===== src/rtl/iob_native_arbiter.sv =====
// ---------------------------------------------------------------------------
// iob_native_arbiter
//
// Purpose:
//   This block shares one IOb native subordinate, such as a CSR block, among
//   N_MANAGERS IOb native managers. Grants are round-robin, and only one
//   transaction is outstanding at a time.
//
//   A manager owns the subordinate from the cycle it is granted until its
//   write is accepted or its read data comes back. The arbiter then returns
//   to IDLE and arbitrates again, starting the search at owner+1.
//
// Optional feature (macro IOB_NATIVE_ARBITER_TIMEOUT_EN):
//   Adds a read-data watchdog. If s_rvalid_i has not arrived after
//   TIMEOUT_CYCLES enabled cycles in WAIT_RDATA, the arbiter does three
//   things:
//     - returns 32'hDEADBEEF (low DATA_W bits) to the owner for one cycle;
//     - goes back to IDLE;
//     - sets the sticky timeout_o port.
//   Without the macro there is no timeout_o port, and WAIT_RDATA waits
//   forever.
//
// Ports:
//   clk_i, arst_n_i, cke_i   clock, async active-low reset, clock enable
//   m_valid_i  [N]           per-manager request valid
//   m_addr_i   [N*ADDR_W]    packed addresses, manager k at [k*ADDR_W +: ADDR_W]
//   m_wdata_i  [N*DATA_W]    packed write data
//   m_wstrb_i  [N*DATA_W/8]  packed byte strobes; all-zero means read
//   m_ready_o  [N]           per-manager ready (owner only)
//   m_rvalid_o [N]           per-manager read-data valid (owner only)
//   m_rdata_o  [DATA_W]      read data, broadcast
//   s_*                      shared subordinate port
//   grant_o    [N]           one-hot current owner, 0 when idle
//   busy_o                   high in ACCESS or WAIT_RDATA
//   timeout_o                sticky watchdog flag (optional feature only)
// ---------------------------------------------------------------------------
module iob_native_arbiter #(
   parameter int N_MANAGERS     = 2,
   parameter int ADDR_W         = 32,
   parameter int DATA_W         = 32,
   parameter int TIMEOUT_CYCLES = 256
) (
   input  logic                           clk_i,
   input  logic                           arst_n_i,
   input  logic                           cke_i,
   input  logic [N_MANAGERS-1:0]          m_valid_i,
   input  logic [N_MANAGERS*ADDR_W-1:0]   m_addr_i,
   input  logic [N_MANAGERS*DATA_W-1:0]   m_wdata_i,
   input  logic [N_MANAGERS*DATA_W/8-1:0] m_wstrb_i,
   output logic [N_MANAGERS-1:0]          m_ready_o,
   output logic [N_MANAGERS-1:0]          m_rvalid_o,
   output logic [DATA_W-1:0]              m_rdata_o,
   output logic                           s_valid_o,
   output logic [ADDR_W-1:0]              s_addr_o,
   output logic [DATA_W-1:0]              s_wdata_o,
   output logic [DATA_W/8-1:0]            s_wstrb_o,
   input  logic                           s_ready_i,
   input  logic                           s_rvalid_i,
   input  logic [DATA_W-1:0]              s_rdata_i,
   output logic [N_MANAGERS-1:0]          grant_o,
   output logic                           busy_o
`ifdef IOB_NATIVE_ARBITER_TIMEOUT_EN
   ,
   output logic                           timeout_o
`endif
);

   localparam int IDX_W  = $clog2(N_MANAGERS);
   localparam int STRB_W = DATA_W / 8;
   localparam logic [N_MANAGERS-1:0] ONE_HOT0 = N_MANAGERS'(1);

   if (N_MANAGERS < 2 || N_MANAGERS > 8 || (DATA_W % 8) != 0 || TIMEOUT_CYCLES < 1) begin : g_param_check
      $error("iob_native_arbiter: illegal parameter combination");
   end

   typedef enum logic [1:0] {
      IDLE,
      ACCESS,
      WAIT_RDATA
   } state_t;

   state_t             state;
   logic [IDX_W-1:0]   owner;
   logic [IDX_W-1:0]   ptr;
   logic [IDX_W-1:0]   next_ptr;
   logic [IDX_W-1:0]   req_idx;
   logic               req_any;

   logic               own_valid;
   logic [ADDR_W-1:0]  own_addr;
   logic [DATA_W-1:0]  own_wdata;
   logic [STRB_W-1:0]  own_wstrb;
   logic               to_hit;

   // The owner's request fields. They only reach the subordinate in ACCESS.
   assign own_valid = m_valid_i[owner];
   assign own_addr  = m_addr_i[int'(owner)*ADDR_W +: ADDR_W];
   assign own_wdata = m_wdata_i[int'(owner)*DATA_W +: DATA_W];
   assign own_wstrb = m_wstrb_i[int'(owner)*STRB_W +: STRB_W];

   // The next search starts just past the manager that was served last.
   assign next_ptr = (int'(owner) == N_MANAGERS - 1) ? '0 : owner + 1'b1;

`ifdef IOB_NATIVE_ARBITER_TIMEOUT_EN
   localparam int TO_W = $clog2(TIMEOUT_CYCLES) + 1;
   localparam logic [DATA_W-1:0] TIMEOUT_RDATA = DATA_W'(32'hDEADBEEF);

   logic [TO_W-1:0] to_cnt;

   // Real read data wins if it shows up in the same cycle as the limit.
   assign to_hit = (state == WAIT_RDATA) && !s_rvalid_i &&
                   (to_cnt == TO_W'(TIMEOUT_CYCLES));
`else
   assign to_hit = 1'b0;
`endif

   // Round-robin search from ptr upward, with wrap.
   // The loop runs downward, so the candidate closest to ptr is written last
   // and wins.
   always_comb begin
      req_any = 1'b0;
      req_idx = ptr;
      for (int i = N_MANAGERS - 1; i >= 0; i--) begin
         if (m_valid_i[(int'(ptr) + i) % N_MANAGERS]) begin
            req_any = 1'b1;
            req_idx = IDX_W'((int'(ptr) + i) % N_MANAGERS);
         end
      end
   end

   // Steer the subordinate and manager responses from the registered state.
   always_comb begin
      // NOTE: every output gets a default first, so no path through the case
      // can leave one unassigned and infer a latch.
      s_valid_o  = 1'b0;
      s_addr_o   = '0;
      s_wdata_o  = '0;
      s_wstrb_o  = '0;
      m_ready_o  = '0;
      m_rvalid_o = '0;
      m_rdata_o  = '0;
      case (state)
         ACCESS: begin
            s_valid_o        = own_valid;
            s_addr_o         = own_addr;
            s_wdata_o        = own_wdata;
            s_wstrb_o        = own_wstrb;
            m_ready_o[owner] = s_ready_i;
         end
         WAIT_RDATA: begin
            m_rvalid_o[owner] = s_rvalid_i;
            m_rdata_o         = s_rdata_i;
`ifdef IOB_NATIVE_ARBITER_TIMEOUT_EN
            if (to_hit) begin
               m_rvalid_o[owner] = 1'b1;
               m_rdata_o         = TIMEOUT_RDATA;
            end
`endif
         end
         default: ;
      endcase
   end

   // Arbitration FSM. While cke_i is low, all state holds.
   always_ff @(posedge clk_i or negedge arst_n_i) begin
      // NOTE: state is written with non-blocking assignments only, so every
      // flop samples the values from before the edge and no order between
      // statements matters.
      if (!arst_n_i) begin
         state   <= IDLE;
         owner   <= '0;
         ptr     <= '0;
         grant_o <= '0;
         busy_o  <= 1'b0;
`ifdef IOB_NATIVE_ARBITER_TIMEOUT_EN
         to_cnt    <= '0;
         timeout_o <= 1'b0;
`endif
      end else if (cke_i) begin
         case (state)
            IDLE: begin
               if (req_any) begin
                  owner   <= req_idx;
                  grant_o <= ONE_HOT0 << req_idx;
                  busy_o  <= 1'b1;
                  state   <= ACCESS;
               end
            end
            ACCESS: begin
               // An owner that drops valid before ready is abandoned.
               // It is treated like a completed write.
               if (!own_valid || s_ready_i) begin
                  ptr <= next_ptr;
                  if (own_valid && own_wstrb == '0) begin
                     state <= WAIT_RDATA;
                  end else begin
                     state   <= IDLE;
                     grant_o <= '0;
                     busy_o  <= 1'b0;
                  end
               end
            end
            WAIT_RDATA: begin
               if (s_rvalid_i || to_hit) begin
                  state   <= IDLE;
                  grant_o <= '0;
                  busy_o  <= 1'b0;
               end
            end
            default: begin
               state   <= IDLE;
               grant_o <= '0;
               busy_o  <= 1'b0;
            end
         endcase
`ifdef IOB_NATIVE_ARBITER_TIMEOUT_EN
         // The count is held at zero outside WAIT_RDATA, which clears it on
         // entry. WAIT_RDATA is left at the limit, so the count cannot wrap.
         if (state == WAIT_RDATA) begin
            to_cnt <= to_cnt + 1'b1;
         end else begin
            to_cnt <= '0;
         end
         if (to_hit) begin
            timeout_o <= 1'b1;
         end
`endif
      end
   end

endmodule


===== config.mk =====
export PLATFORM = sky130hd
export DESIGN_NAME = iob_native_arbiter
export DESIGN_NICKNAME = d
export VERILOG_FILES = /design/src/rtl/iob_native_arbiter.sv
export SDC_FILE = /design/constraint.sdc
export NUM_CORES = 1
export LEC_CHECK = 0
export ABC_AREA = 1
export ABC_CLOCK_PERIOD_IN_PS = 1200
export BUFFER_PORTS_ARGS = -buffer_cell sky130_fd_sc_hd__buf_2
export CAP_MARGIN = 40
export CORE_AREA = 2 2 110 112
export DETAILED_ROUTE_END_ITERATION = 6
export DIE_AREA = 0 0 112 114
export SYNTH_ARGS = -nofsm -noshare
export SYNTH_HDL_FRONTEND = slang
export SYNTH_SLANG_ARGS = --single-unit

===== constraint.sdc =====
create_clock -name clk_i -period 1.2 [get_ports clk_i]
set_input_delay 0.12 -clock clk_i [delete_from_list [all_inputs] [get_ports clk_i]]
set_output_delay 0.12 -clock clk_i [all_outputs]
set_load 0.005 [all_outputs]

==> qor.yml, run 1 <==
timing.critical_path.buf_inv: 4
critical-path-max-stage-delay_ns: 0.41
slew_headroom_pct: 78.7
area_growth_pct: 178
synth_top_family_by_area: "simple AND/OR/NAND/NOR gates"
clock_skew_ns: 0.000938
power_w: 0.00841
ys_top_cells_by_area: "nand2_1 34%, a21oi_1 20%, dfrtp_1 10%"
cp_top_family: "buffers and inverters"
switching_power_w: 0.00379
via_per_inst: 4.21
cp-start-kind: "flop"
cp-end-kind: "output pin"
finalCriticalPeriod_ns: 1.58
syn_avg_cell_area_um2: 4.78
grt_pass1_vias: 3079
grt_pass1_wl_um: 15000
violations: "negative setup slack"
cts_max_path_buffers: 2
final_cell_mix: "281 x buf_2, 128 x nand2_1, 36 x a21oi_2"
drc_errors: 0
p_leak_nw: 2.74
fmax_ghz: 0.633
post-dp-hpwl_um: 7390
rows: 40
fin_ws_ns: -0.381
gr-total-overflow: 0
synth-seq-cells: 7
cts_root_buf: "clkbuf_16"
required_ns: 1.08
hold_path.class: "in2reg"
start_util_pct: 14.5
layout_worst_path_cycle_share_pct: 132
crit_type: "reg2out"
syn-instance-count: 356
path_cells: "buf_12 > buf_12 > clkbuf_16 > nand2_1 > a21oi_1 > buf_2"
finalHoldViolCount: 0
mostFrequentLayoutCell: "buf_2"
synth_top_area_cell: "nand2_1"
critPathArrivalTime_ns: 1.46
preCtsSetupSlack_ns: -0.115
ir_drop_mv: 1.02
ys_warn_count: 0
core-area_um2: 11700
cts_tree: "built"
port-buffer-count: 282
nNetsFinal: 856
gp_congestion: 0.799
ys_types: 24
drt-total-wl_um: 11000
cp_max_fo: 7
power_frac_comb_pct: 87.9
slew_viol_final: 0
cts_sinks: 7
cellPowerDensity_nw_per_um2: 1780
synth_compound_area_share_pct: 22.0
ant_nets: 0
outcome: "finished with violations"
syn_nets: 531
initialDrtViolationCount: 87
critPathSlowestCell: "dfrtp_2"
dieArea_um2: 12800
cp_common_cell: "buf_12"
switching_share_pct: 45.1
htree_levels: 1
clkPwrFrac_pct: 6.8
synthSimpleGateAreaFrac_pct: 49.2
synth_adder_area_share_pct: 0
io_pins: 283
yosys-mux-area-fraction_pct: 0
crit_start: "owner"
setup_viol: 112
power_frac_seq_pct: 5.3
clock_latency_ns: 0.23
reg2reg_from: "owner"
layout-drive-gt1-share_pct: 67.6
synth-xor-area-share_pct: 0
die_y_um: 114
hold_ws_ns: 0.190
clk_pin_slew_ns: 0.04
power.internal_w: 0.00462
syn_area_um2: 1700
tightestPinTransition_ns: 0.320
grt_setup_unrepaired: "true"
die_w_um: 112
avgRoutedWirePerCell_um: 13.3
yosys.area.top_type_share_pct: 34.2
n_antenna_cell: 0
cts_buffers: 3
cap_viol_max_count: 0
ys_seq_area_share_pct: 10.3
first_pass_iters: 6
antenna_found_initial: 0
num_vias: 3481
min_from: "cke_i"
grt_max_degree: 27
grt_usage_pct: 14.4
==> cell families after synthesis <==
kind of cell / after synthesis
simple gates: 210
flops: 7
compound gates: 74
buf+inv: 65
==> stage by stage <==
step / util (%) / TNS [ns] / area [µm²] / cells
after floorplan: - / 0 / 1700 / 356
after global routing: 40.4 / -34.01 / 4730 / 827
final: 40.4 / -27.31 / 4730 / 827
after global placement: 29.3 / -3.51 / 3440 / 786
after detailed placement: 29.3 / -3.16 / 3440 / 786
after CTS: 35.9 / -26.22 / 4210 / 819
==> power groups by stage <==
| stage | sequential (W) | clock (W) | combinational (W) |
|---|---|---|---|
| after global placement | 0.000443 | 0 | 0.00456 |
| after global routing | 0.000467 | 0.000594 | 0.00797 |
| after detailed placement | 0.000444 | 0 | 0.00454 |
| after floorplan | 0.000390 | 0 | 0.00243 |
| after CTS | 0.000446 | 0.000579 | 0.00625 |
| final | 0.000446 | 0.000575 | 0.00739 |
==> synth_stat cells <==
| master | count |
|---|---|
| a21oi_1 | 68 |
| a21oi_2 | 1 |
| buf_1 | 1 |
| buf_2 | 15 |
| buf_4 | 4 |
| buf_6 | 4 |
| clkbuf_1 | 1 |
| clkinv_1 | 1 |
| dfrtp_1 | 7 |
| inv_1 | 35 |
| inv_2 | 3 |
| inv_8 | 1 |
| nand2_1 | 155 |
| nand2_2 | 6 |
| nand3_1 | 2 |
| nand3_2 | 2 |
| nand3b_1 | 1 |
| nor2_1 | 36 |
| nor2_2 | 2 |
| nor3_1 | 4 |
| o21ai_0 | 4 |
| o21ai_1 | 1 |
| or2_0 | 1 |
| or2_1 | 1 |
==> metal layers <==
layer / wire, µm / global-route usage, %
met1: 4280 / 17.2
met2: 5850 / 27.4
met3: 698 / 2.44
met4: 150 / 2.36
met5: 0 / 0
==> worst register-to-register path, delay by kind of cell (launching register included) <==
kind | cells | cell delay, ns
DFF | 1 | 0.44
and+or+nand+nor | 8 | 0.59
buffers and inverters | 2 | 0.30
==> registers in the layout, indices dropped and copies added, names as in the netlist <==
signal,cells
ptr,1
busy_o,1
grant_o,2
state,2
owner,1
==> layout make-up <==
type | instances | area, µm²
clock buffer | 4 | 78.8
fill | 1226 | 6980
inverter | 40 | 171
multi-input combinational | 284 | 1740
sequential | 7 | 178
tap | 147 | 184
timing repair buffer | 344 | 2360
timing repair inverter | 1 | 16.3
==> repair_timing <==
item                       CTS  global route
gates resized for setup     75           114
setup buffers               18             7
setup endpoints to repair  110           112
cloned                      10             3
hold buffers                 1             0
hold endpoints to repair     7             0
pin swaps                   13            19
==> final timing paths <==
kind,end,cells after the start,slack (ns)
worst max-delay path,s_addr_o[17],6,-0.38
worst min-delay path,ptr,3,0.19
worst max register to register,busy_o,10,-0.25
worst min register to register,grant_o[1],2,0.48
max in group asynchronous,owner,2,0.77
min in group asynchronous,busy_o,2,0.25
Power figures use the tool's default switching activity.
==> inputs of run 2 (changes only) <==
Settings changed: SETUP_SLACK_MARGIN from default to 0.15.
==> qor.yml, run 2 (same netlist as run 1, synthesis figures left out) <==
start_util_pct: 14.5
setup_viol: 111
finalHoldViolCount: 0
outcome: "finished with violations"
htree_levels: 1
area_growth_pct: 186
cts_sinks: 7
nNetsFinal: 850
fin_area_um2: 4860
grt_use_met1_pct: 17.4
busiest_layer: "met2"
layout_worst_path_cycle_share_pct: 128
hold_ws_ns: 0.187
grt_pass1_wl_um: 14400
ant_nets: 0
die_y_um: 114
grt_max_degree: 29
io_pins: 283
tightestPinTransition_ns: 0.286
critPathArrivalTime_ns: 1.41
rows: 40
die_w_um: 112
postPlaceCellArea_um2: 3480
fmax_ghz: 0.652
grt_setup_unrepaired: "true"
grt.met3_usage_pct: 1.70
mostFrequentLayoutCell: "buf_2"
cap_viol_max_count: 0
grt_usage_pct: 13.6
cts_max_path_buffers: 2
num_vias: 3510
cp-start-kind: "flop"
n_antenna_cell: 0
met2_usage_pct: 24.8
drt-total-wl_um: 11700
slew_viol_final: 0
violations: "negative setup slack"
clock_latency_ns: 0.23
cts_buffers: 3
crit_type: "reg2out"
ir_drop_mv: 0.865
clk_pin_slew_ns: 0.04
hold_path.class: "in2reg"
grt_pass1_vias: 2960
post-dp-hpwl_um: 6900
required_ns: 1.08
gp_congestion: 0.861
cts_root_buf: "clkbuf_16"
critPathSlowestCell: "dfrtp_4"
final_cell_mix: "282 x buf_2, 108 x nand2_1, 52 x a21oi_2"
n_fill_cell: 1212
critical-path-max-stage-delay_ns: 0.50
cp_max_fo: 11
initialDrtViolationCount: 146
path_cells: "buf_12 > clkbuf_16 > nand2_1 > a21oi_2 > buf_2"
cellPowerDensity_nw_per_um2: 1810
gr-total-overflow: 0
reg_top3: "grant_o: 2 flops, state: 2 flops"
antenna_found_initial: 0
layout-drive-gt1-share_pct: 72.7
cts_tree: "built"
cp-end-kind: "output pin"
via_per_inst: 4.28
dieArea_um2: 12800
clock_skew_ns: 0.000766
fin_ws_ns: -0.333
avgRoutedWirePerCell_um: 14.2
p_leak_nw: 2.73
drc_errors: 0
finalCriticalPeriod_ns: 1.53
first_pass_iters: 4
core-area_um2: 11700
port-buffer-count: 282
slew_headroom_pct: 80.7
==> run 2: worst paths after layout <==
check / from / to / slack (ns) / cells after the start
setup / recovery: owner / s_addr_o[18] / -0.33 / 5
hold / removal: cke_i / ptr / 0.19 / 3
setup reg to reg: owner / grant_o[0] / -0.31 / 10
hold reg to reg: grant_o[1] / grant_o[1] / 0.47 / 2
max in group asynchronous: arst_n_i / owner / 0.75 / 2
min in group asynchronous: arst_n_i / grant_o[0] / 0.26 / 2
==> run 2: timing repair <==
action,4_1_cts,5_1_grt
pin swaps,7,12
hold buffers,1,0
endpoints found under the hold margin,7,0
setup endpoints to repair,112,112
setup buffers,11,4
cloned,10,13
gates resized for setup,49,124
==> run 2: through the flow <==
step	std cells	total power (W)	setup TNS [ns]	setup slack (ns)	util [%]
global route	821	0.00940	-35.36	-0.396	41.5
CTS	804	0.00701	-27.66	-0.329	34.9
finish	821	0.00880	-29.83	-0.333	41.5
detailed placement	778	0.00505	-2.71	-0.110	29.7
global placement	778	0.00506	-2.06	-0.0980	29.7
floorplan	356	0.00313	0	0.0978	-
==> run 2: metal layers <==
metal | up-vias | part of all wire (%) | wire length [µm]
met4 | 0 | 0.85 | 99
li1 | 1739 | - | -
met1 | 1590 | 41 | 4750
met5 | - | 0 | 0
met3 | 12 | 6.1 | 711
met2 | 169 | 52 | 6130
==> run 2: cell type report <==
class	instances	area (µm²)	share of cell area (%)
timing repair buffer	337	2390	49.3
clock buffer	4	78.8	1.62
inverter	40	168	3.45
sequential	7	180	3.71
tap	147	184	3.79
multi-input combinational	285	1850	38.0
timing repair inverter	1	6.26	0.129
==> run 2: where the power goes <==
| part | internal, W | switching (W) | leakage (nW) |
|---|---|---|---|
| Clock | 0.000442 | 0.000126 | 0.0382 |
| Sequential | 0.000346 | 0.000147 | 0.0861 |
| Combinational | 0.00393 | 0.00381 | 2.61 |
==> run 2: critical path: cells and delay by family, from the launching register on <==
family / cells / cell delay [ns]
buf+inv: 3 / 0.48
simple gates: 1 / 0.07
compound gates: 1 / 0.12
flops: 1 / 0.50
==> inputs of run 3 (changes only) <==
Settings changed: ABC_CLOCK_PERIOD_IN_PS 1200 to 1400, CORE_AREA 2 2 110 112 to 2 2 109 111, CTS_CLUSTER_DIAMETER from default to 60, DIE_AREA 0 0 112 114 to 0 0 111 113.
Clock period 1.2 ns to 1.4 ns, I/O delays scaled along.
==> qor.yml, run 3 (same netlist as run 1, synthesis figures left out) <==
switching_share_pct: 48.7
post-dp-hpwl_um: 7180
antenna_found_initial: 0
n_fill_cell: 1196
cellPowerDensity_nw_per_um2: 1480
die_y_um: 113
setup_viol: 81
dp_cells: 771
dieArea_um2: 12500
start_util_pct: 15.1
power_w: 0.00663
htree_levels: 1
port-buffer-count: 282
via_per_inst: 4.20
switching_power_w: 0.00323
slew_viol_final: 0
r2r_setup_slack_ns: -0.11
violations: "negative setup slack"
instances_no_fill: 806
finalCriticalPeriod_ns: 1.60
fin_util_pct: 39.9
area_growth_pct: 164
layout-drive-gt1-share_pct: 65.0
outcome: "finished with violations"
drc_errors: 0
crit_type: "reg2out"
critPathArrivalTime_ns: 1.46
power_frac_comb_pct: 87.1
ant_nets: 0
rows: 39
n_antenna_cell: 0
tns_ns: -10.80
cts_tree: "built"
finalHoldViolCount: 0
clk_pin_slew_ns: 0.04
power_frac_seq_pct: 5.5
layout_worst_path_cycle_share_pct: 115
path_cells: "buf_12 > inv_16 > buf_8 > nand2_1 > a21oi_2 > buf_2"
cts_buffers: 3
initialDrtViolationCount: 155
cp_max_fo: 9
io_pins: 283
ir_drop_mv: 0.632
cp-end-kind: "output pin"
hold_path.class: "in2reg"
reg_top3: "grant_o: 2 flops, state: 2 flops"
critical-path-max-stage-delay_ns: 0.50
clock_skew_ns: 0.00163
final_cell_mix: "282 x buf_2, 133 x nand2_1, 39 x a21oi_1"
cts_sinks: 7
cts_max_path_buffers: 2
mostFrequentLayoutCell: "buf_2"
critPathSlowestCell: "dfrtp_4"
core-area_um2: 11300
grt_pass1_wl_um: 15900
gp_congestion: 0.843
tightestPinTransition_ns: 0.246
drt-total-wl_um: 11100
power.internal_w: 0.00340
grt_pass1_vias: 3021
cts_root_buf: "clkbuf_16"
grt_setup_unrepaired: "true"
p_leak_nw: 2.60
clkPwrFrac_pct: 7.4
cap_viol_max_count: 0
fin_ws_ns: -0.205
grt_usage_pct: 15.7
cp-start-kind: "flop"
grt_max_degree: 46
avgRoutedWirePerCell_um: 13.8
num_vias: 3383
gr-total-overflow: 0
nNetsFinal: 839
die_w_um: 111
first_pass_iters: 4
clock_latency_ns: 0.23
slew_headroom_pct: 83.6
fmax_ghz: 0.623
required_ns: 1.26
-- run 3: area by class of cell --
class                      instances  area (µm²)  share of cell area (%)
clock buffer                       4        78.8                    1.75
inverter                          40         166                    3.70
multi-input combinational        284        1720                    38.2
sequential                         7         179                    3.98
tap                              143         179                    3.98
timing repair buffer             323        2110                    46.9
timing repair inverter             5        66.3                    1.48
-- run 3: final timing paths --
check	from	to	depth (start not counted)
worst max-delay path	owner	s_wdata_o[31]	6
worst max register to register	owner	grant_o[0]	10
worst min-delay path	cke_i	ptr	3
worst min register to register	grant_o[1]	grant_o[1]	2
min in group asynchronous	arst_n_i	owner	2
max in group asynchronous	arst_n_i	owner	2
-- run 3: worst max-delay path: cells and delay by family, from the launching register on --
| family | cells | cell delay (ns) |
|---|---|---|
| AOI/OAI and AO/OA | 1 | 0.15 |
| buffers and inverters | 4 | 0.51 |
| DFF | 1 | 0.50 |
| and+or+nand+nor | 1 | 0.07 |
-- run 3: layer usage --
metal | GRT usage [%] | share of wire (%)
met3 | 2.84 | 6.7
met2 | 29.0 | 52
met5 | 0 | 0
met4 | 1.67 | 0.82
met1 | 19.8 | 41
-- run 3: per-stage QoR --
| step | setup slack [ns] | hold WS [ns] | area [µm²] |
|---|---|---|---|
| 2_1_floorplan | 0.253 | -0.156 | 1700 |
| 3_3_place_gp | 0.0256 | -0.0197 | 3310 |
| 3_5_place_dp | 0.0258 | -0.0149 | 3310 |
| 4_1_cts | -0.171 | 0.266 | 4150 |
| 5_1_grt | -0.259 | 0.245 | 4490 |
| 6_report | -0.205 | 0.222 | 4490 |
-- run 3: repair_timing --
action,4_1_cts,5_1_grt
endpoints found under the hold margin,7,0
cloned,14,1
setup buffers,15,0
setup endpoints to repair,110,111
hold buffers,1,0
resized for setup,87,84
pin swaps,22,18
-- run 3: power by group through the flow --
stage,Sequential [W],Clock (W),Combinational [W]
3_3_place_gp,0.000380,0,0.00364
4_1_cts,0.000360,0.000502,0.00536
3_5_place_dp,0.000374,0,0.00362
5_1_grt,0.000375,0.000513,0.00627
6_report,0.000364,0.000493,0.00577
2_1_floorplan,0.000335,0,0.00208
